--- src/rtl/bsg_cache_nb_mhu_dma_arbiter.sv ---
// Round-robin lock arbiter that shares the non-blocking cache DMA command port among MSHR miss handlers.
// Grants in 1 cycle from IDLE; the owner keeps the lock until it drops busy; done pulses are demuxed by MSHR id.

package bsg_cache_nb_dma_pkg;
  typedef enum logic [2:0] {
    e_dma_nop              = 3'd0,
    e_dma_send_refill_addr = 3'd1,
    e_dma_send_evict_addr  = 3'd2,
    e_dma_get_refill_data  = 3'd3,
    e_dma_send_evict_data  = 3'd4
  } dma_cmd_e;
endpackage

module bsg_cache_nb_mhu_dma_arbiter
  import bsg_cache_nb_dma_pkg::*;
#(
  parameter int addr_width_p = 32,
  parameter int mshr_els_p   = 4,
  parameter int watchdog_p   = 1024,
  localparam int lg_mshr_els_lp = (mshr_els_p > 1) ? $clog2(mshr_els_p) : 1
) (
  input  logic                                      clk_i,
  input  logic                                      reset_n_i,

  input  dma_cmd_e [mshr_els_p-1:0]                 mhu_dma_cmd_i,
  input  logic [mshr_els_p-1:0][addr_width_p-1:0]   mhu_dma_addr_i,
  input  logic [mshr_els_p-1:0]                     mhu_req_busy_i,
  output logic [mshr_els_p-1:0]                     mhu_grant_o,
  output logic [mshr_els_p-1:0]                     mhu_dma_done_o,

  output dma_cmd_e                                  dma_cmd_o,
  output logic [addr_width_p-1:0]                   dma_addr_o,
  output logic [lg_mshr_els_lp-1:0]                 dma_mshr_id_o,
  input  logic                                      dma_done_i,
  input  logic [lg_mshr_els_lp-1:0]                 dma_done_id_i,

  output logic                                      hang_o
);

  localparam int hold_w_lp = $clog2(watchdog_p + 1);
  localparam int idx_w_lp  = lg_mshr_els_lp + 1;

  typedef enum logic {
    e_idle,
    e_locked
  } state_e;

  state_e                    r_state;
  logic [lg_mshr_els_lp-1:0] r_rr_ptr;
  logic [lg_mshr_els_lp-1:0] r_owner;
  logic [hold_w_lp-1:0]      r_hold_cnt;
  logic                      r_hang;

  logic [mshr_els_p-1:0]     w_req;
  logic                      w_any_req;
  logic [lg_mshr_els_lp-1:0] w_pick;
  logic [lg_mshr_els_lp-1:0] w_owner_inc;
  logic                      w_release;

  always_comb begin
    w_req = '0;
    for (int i = 0; i < mshr_els_p; i++) begin
      w_req[i] = (mhu_dma_cmd_i[i] != e_dma_nop);
    end
  end

  assign w_any_req = |w_req;

  // Walk downward from the farthest slot so the nearest request at/after rr_ptr wins last.
  always_comb begin
    logic [idx_w_lp-1:0] idx;
    w_pick = r_rr_ptr;
    idx    = '0;
    for (int k = mshr_els_p - 1; k >= 0; k--) begin
      idx = {1'b0, r_rr_ptr} + idx_w_lp'(k);
      if (idx >= idx_w_lp'(mshr_els_p)) begin
        idx = idx - idx_w_lp'(mshr_els_p);
      end
      if (w_req[idx[lg_mshr_els_lp-1:0]]) begin
        w_pick = idx[lg_mshr_els_lp-1:0];
      end
    end
  end

  assign w_owner_inc = (r_owner == lg_mshr_els_lp'(mshr_els_p - 1)) ? '0 : r_owner + 1'b1;
  assign w_release   = (r_state == e_locked) && !mhu_req_busy_i[r_owner];

  always_ff @(posedge clk_i or negedge reset_n_i) begin
    if (!reset_n_i) begin
      r_state    <= e_idle;
      r_rr_ptr   <= '0;
      r_owner    <= '0;
      r_hold_cnt <= '0;
      r_hang     <= 1'b0;
    end else begin
      case (r_state)
        e_idle: begin
          if (w_any_req) begin
            r_owner <= w_pick;
            r_state <= e_locked;
          end
        end
        e_locked: begin
          if (w_release) begin
            r_state    <= e_idle;
            r_rr_ptr   <= w_owner_inc;
            r_hold_cnt <= '0;
          end else if (r_hold_cnt != hold_w_lp'(watchdog_p)) begin
            r_hold_cnt <= r_hold_cnt + 1'b1;
            // hang becomes visible in the same cycle the counter reaches the limit
            if (r_hold_cnt == hold_w_lp'(watchdog_p - 1)) begin
              r_hang <= 1'b1;
            end
          end
        end
        default: r_state <= e_idle;
      endcase
    end
  end

  // Owner's command passes straight through; the release cycle is masked to nop.
  always_comb begin
    mhu_grant_o   = '0;
    dma_cmd_o     = e_dma_nop;
    dma_addr_o    = '0;
    dma_mshr_id_o = '0;
    if (r_state == e_locked) begin
      mhu_grant_o[r_owner] = 1'b1;
      dma_mshr_id_o        = r_owner;
      dma_addr_o           = mhu_dma_addr_i[r_owner];
      dma_cmd_o            = w_release ? e_dma_nop : mhu_dma_cmd_i[r_owner];
    end
  end

  always_comb begin
    mhu_dma_done_o = '0;
    for (int i = 0; i < mshr_els_p; i++) begin
      mhu_dma_done_o[i] = dma_done_i && (dma_done_id_i == lg_mshr_els_lp'(i));
    end
  end

  assign hang_o = r_hang;

endmodule

--- config.mk ---
export PLATFORM = sky130hd
export DESIGN_NAME = bsg_cache_nb_mhu_dma_arbiter
export DESIGN_NICKNAME = d
export VERILOG_FILES = /design/src/rtl/bsg_cache_nb_mhu_dma_arbiter.sv
export SDC_FILE = /design/constraint.sdc
export NUM_CORES = 1
export LEC_CHECK = 0
export ABC_AREA = 1
export CORE_MARGIN = 2
export CORE_UTILIZATION = 31
export CTS_CLUSTER_DIAMETER = 80
export DETAILED_ROUTE_END_ITERATION = 16
export PLACE_DENSITY_LB_ADDON = 0.08
export RECOVER_POWER = 25
export SLEW_MARGIN = 30
export SYNTH_ARGS = -nofsm -noshare
export SYNTH_HDL_FRONTEND = slang
export SYNTH_SLANG_ARGS = --single-unit
--- constraint.sdc ---
create_clock -name clk_i -period 1.65 [get_ports clk_i]
set_clock_uncertainty 0.2 [all_clocks]
set_input_delay 0.33 -clock clk_i [delete_from_list [all_inputs] [get_ports clk_i]]
set_output_delay 0.33 -clock clk_i [all_outputs]
set_load 0.02 [all_outputs]
==> results of run 1 <==
==> layer usage <==
metal	up-vias	GRT usage	part of all wire
met5	-	0	0
met4	0	0.0968	0.032
met3	35	0.0483	0.071
met2	181	0.478	0.52
met1	1940	0.318	0.37
li1	2007	-	-
==> repair_timing <==
item                       4_1_cts  5_1_grt
pin swaps                       13       45
cloned                           2        5
setup endpoints to repair       60       60
resized for setup              267      189
hold endpoints to repair         0        0
buffers inserted                 6       13
==> cell type report <==
type	count	area (µm²)	share of cell area
sequential	17	429	0.0737
inverter	33	136	0.0234
multi-input combinational	377	2360	0.405
clock buffer	4	45.0	0.00773
timing repair buffer	275	2730	0.468
tap	102	128	0.0219
==> state kept, by name, summed over array words and instances (netlist names) <==
register and cells:
hang_o 1, r_hold_cnt 11, r_rr_ptr 2, r_owner 2, r_state 1
==> power groups by stage <==
stage / logic [W] / clock network, W / registers (W)
after CTS: 0.00762 / 0.000322 / 0.000676
after floorplan: 0.00440 / 0 / 0.000590
final: 0.00928 / 0.000321 / 0.000705
after global placement: 0.00733 / 0 / 0.000660
after global routing: 0.00986 / 0.000336 / 0.000721
after detailed placement: 0.00742 / 0 / 0.000663
==> cell usage after synthesis (all sizes together) <==
master,count
a221oi,1
o21a,1
clkbuf,7
a21oi,42
buf,21
and2,1
nor2,154
nand2,46
o22ai,1
nand4,8
a22oi,1
nand3,21
ha,6
xor2,3
a21o,1
nor3,9
o21ai,80
inv,33
o21bai,1
dfrtp,17
xnor2,1
==> logic make-up (layout without fill, tap and decap cells) <==
group / count (synthesis) / count (layout) / share of synthesized area
xor gates and xnor gates: 4 / 4 / 0.0141
DFF: 17 / 17 / 0.171
and+or+nand+nor: 239 / 239 / 0.410
adders and majority gates: 6 / 6 / 0.0302
buffers and inverters: 61 / 312 / 0.104
AOI/OAI and AO/OA: 128 / 128 / 0.270
==> worst max-delay path, cell delays in order (launching register included) <==
cell and delay (ns):
dfrtp_2 0.48, buf_6 0.18, clkbuf_16 0.17, nor2_1 0.05, nor2_1 0.13, o21ai_2 0.08
a21oi_2 0.14, buf_6 0.14
==> worst max-delay path by stage <==
stage	endpoint	slack (ns)	cells past startpoint
2_1_floorplan	dma_cmd_o[2]	-0.09	7
3_3_place_gp	dma_cmd_o[2]	-0.85	8
3_5_place_dp	dma_cmd_o[2]	-0.87	8
4_1_cts	dma_addr_o[28]	-0.47	5
5_1_grt	dma_addr_o[22]	-0.60	7
6_report	dma_addr_o[22]	-0.52	7
==> per-stage QoR <==
stage	hold slack (ns)	worst slack (ns)
after floorplan	-0.166	-0.0931
after global placement	0.266	-0.851
after detailed placement	0.261	-0.871
after CTS	0.205	-0.471
after global routing	0.339	-0.601
final	0.306	-0.519
==> impl_metrics.toml, run 1 <==
[finish]
instances_no_fill = 808
fill_cells = 578
final_cell_mix = "clkdlybuf4s50_1 (132), nor2_1 (124), buf_4 (70)"
drive_gt1_frac = 0.384
fin_util = 0.754
diodes = 0
area_delta_synth_final_pct = 135
num-nets-final = 862
fin_area_um2 = 5830
final_common_cell = "clkdlybuf4s50_1"

[clock_tree]
clkTransAtPathRegs_ns = 0.07
postCtsHoldBufs = 0
cts_root_buffer = "clkbuf_8"
cts.sinks = 17
cts_buffer_depth = 2
worstSkewPairLatency_ns = 0.26
htreeDepth = 1
numCtsBuffers = 3
tritoncts = "yes"

[pwr]
p_switching_w = 0.00530
p_leak_nw = 2.54
ir_drop_uv = 1310
power_w = 0.0103
intPower_w = 0.00501
combPwrFrac = 0.900
switching_share = 0.514
power_frac_seq = 0.068
power_frac_clock = 0.031
power-per-cell-area_nw_per_um2 = 1770

[synth]
synth_top_cell_area_share = 0.227
synth_area_per_cell_um2 = 5.46
syn_inst = 455
ys_ff_latch = 17
syn_area_um2 = 2480
ys_warn_count = 0
synth_area_leaders = "nor2_1 (23%), dfrtp_1 (17%), o21ai_0 (16%)"
yosysSeqAreaShare = 0.171
synth_top_area_cell = "nor2_1"
synth_nets = 610
netlist-cell-type-count = 36

[worst_setup_path]
cp_max_fo = 6
cp-start-kind = "flip-flop"
critical_path_class = "flip-flop to output port"
reg2regPathDepth = 10
rrSetupSlack_ns = -0.23
reg2reg_from = "r_owner[0]"
arrival_ns = 1.64
cp.required_ns = 1.12
critPathLaunch = "r_owner[0]"
r2r_end = "r_hold_cnt[9]"
end_kind = "output port"

[timing]
worst_slew_pin_slew_ns = 0.429
setup_slack_ns = -0.519
period_share = 1.31
fin_setup_tns_ns = -19.26
hold_viol_final = 0
setup_viol = 55
layout_min_cycle_time_ns = 2.17
rsz0062_at_grt = "yes"
drv_slew = 0
clock.fmax_ghz = 0.461
max_slew_margin = 0.714

[detailed_routing]
drt_iter0_drc = 126
antenna_left = 0
dr.pass1.iters = 4
vias = 4163
drc = 0
wl_um = 14000
wl_per_cell_um = 17.3
vias_per_cell = 5.15

[global_routing]
grt_pass1_vias = 3741
grt_usage = 0.268
grt_max_degree = 27
grt_overflow = 0
antenna_found_initial = 0
grt_first_pass_wirelength_um = 18800

[floorplanning]
start_util = 0.321
die_x_um = 93.5
io-pin-count = 195
fp-row-count = 32
dieArea_um2 = 8740
die_h_um = 93.5
core_um2 = 7730

[worst_hold_path]
hold_end = "hang_o"
min_from = "hang_o"
worstHoldPathType = "flip-flop to flip-flop"
hold_depth = 1

[placement]
gp_congestion = 0.868
dp_cells = 778
hpwl_um = 9130
numPortBuffers = 194
place_area_um2 = 5050

[run_status]
failed_checks = "negative setup slack"
status = "finished, violations left"

[job]
cap_violations = 0
No activity file was read; power rests on OpenSTA's default activity.
==> run 2: changes to the inputs <==
Settings changed: ABC_CLOCK_PERIOD_IN_PS from default to 1650.
==> results of run 2 <==
Final layout, timing and power as in run 1 (identical DEF).
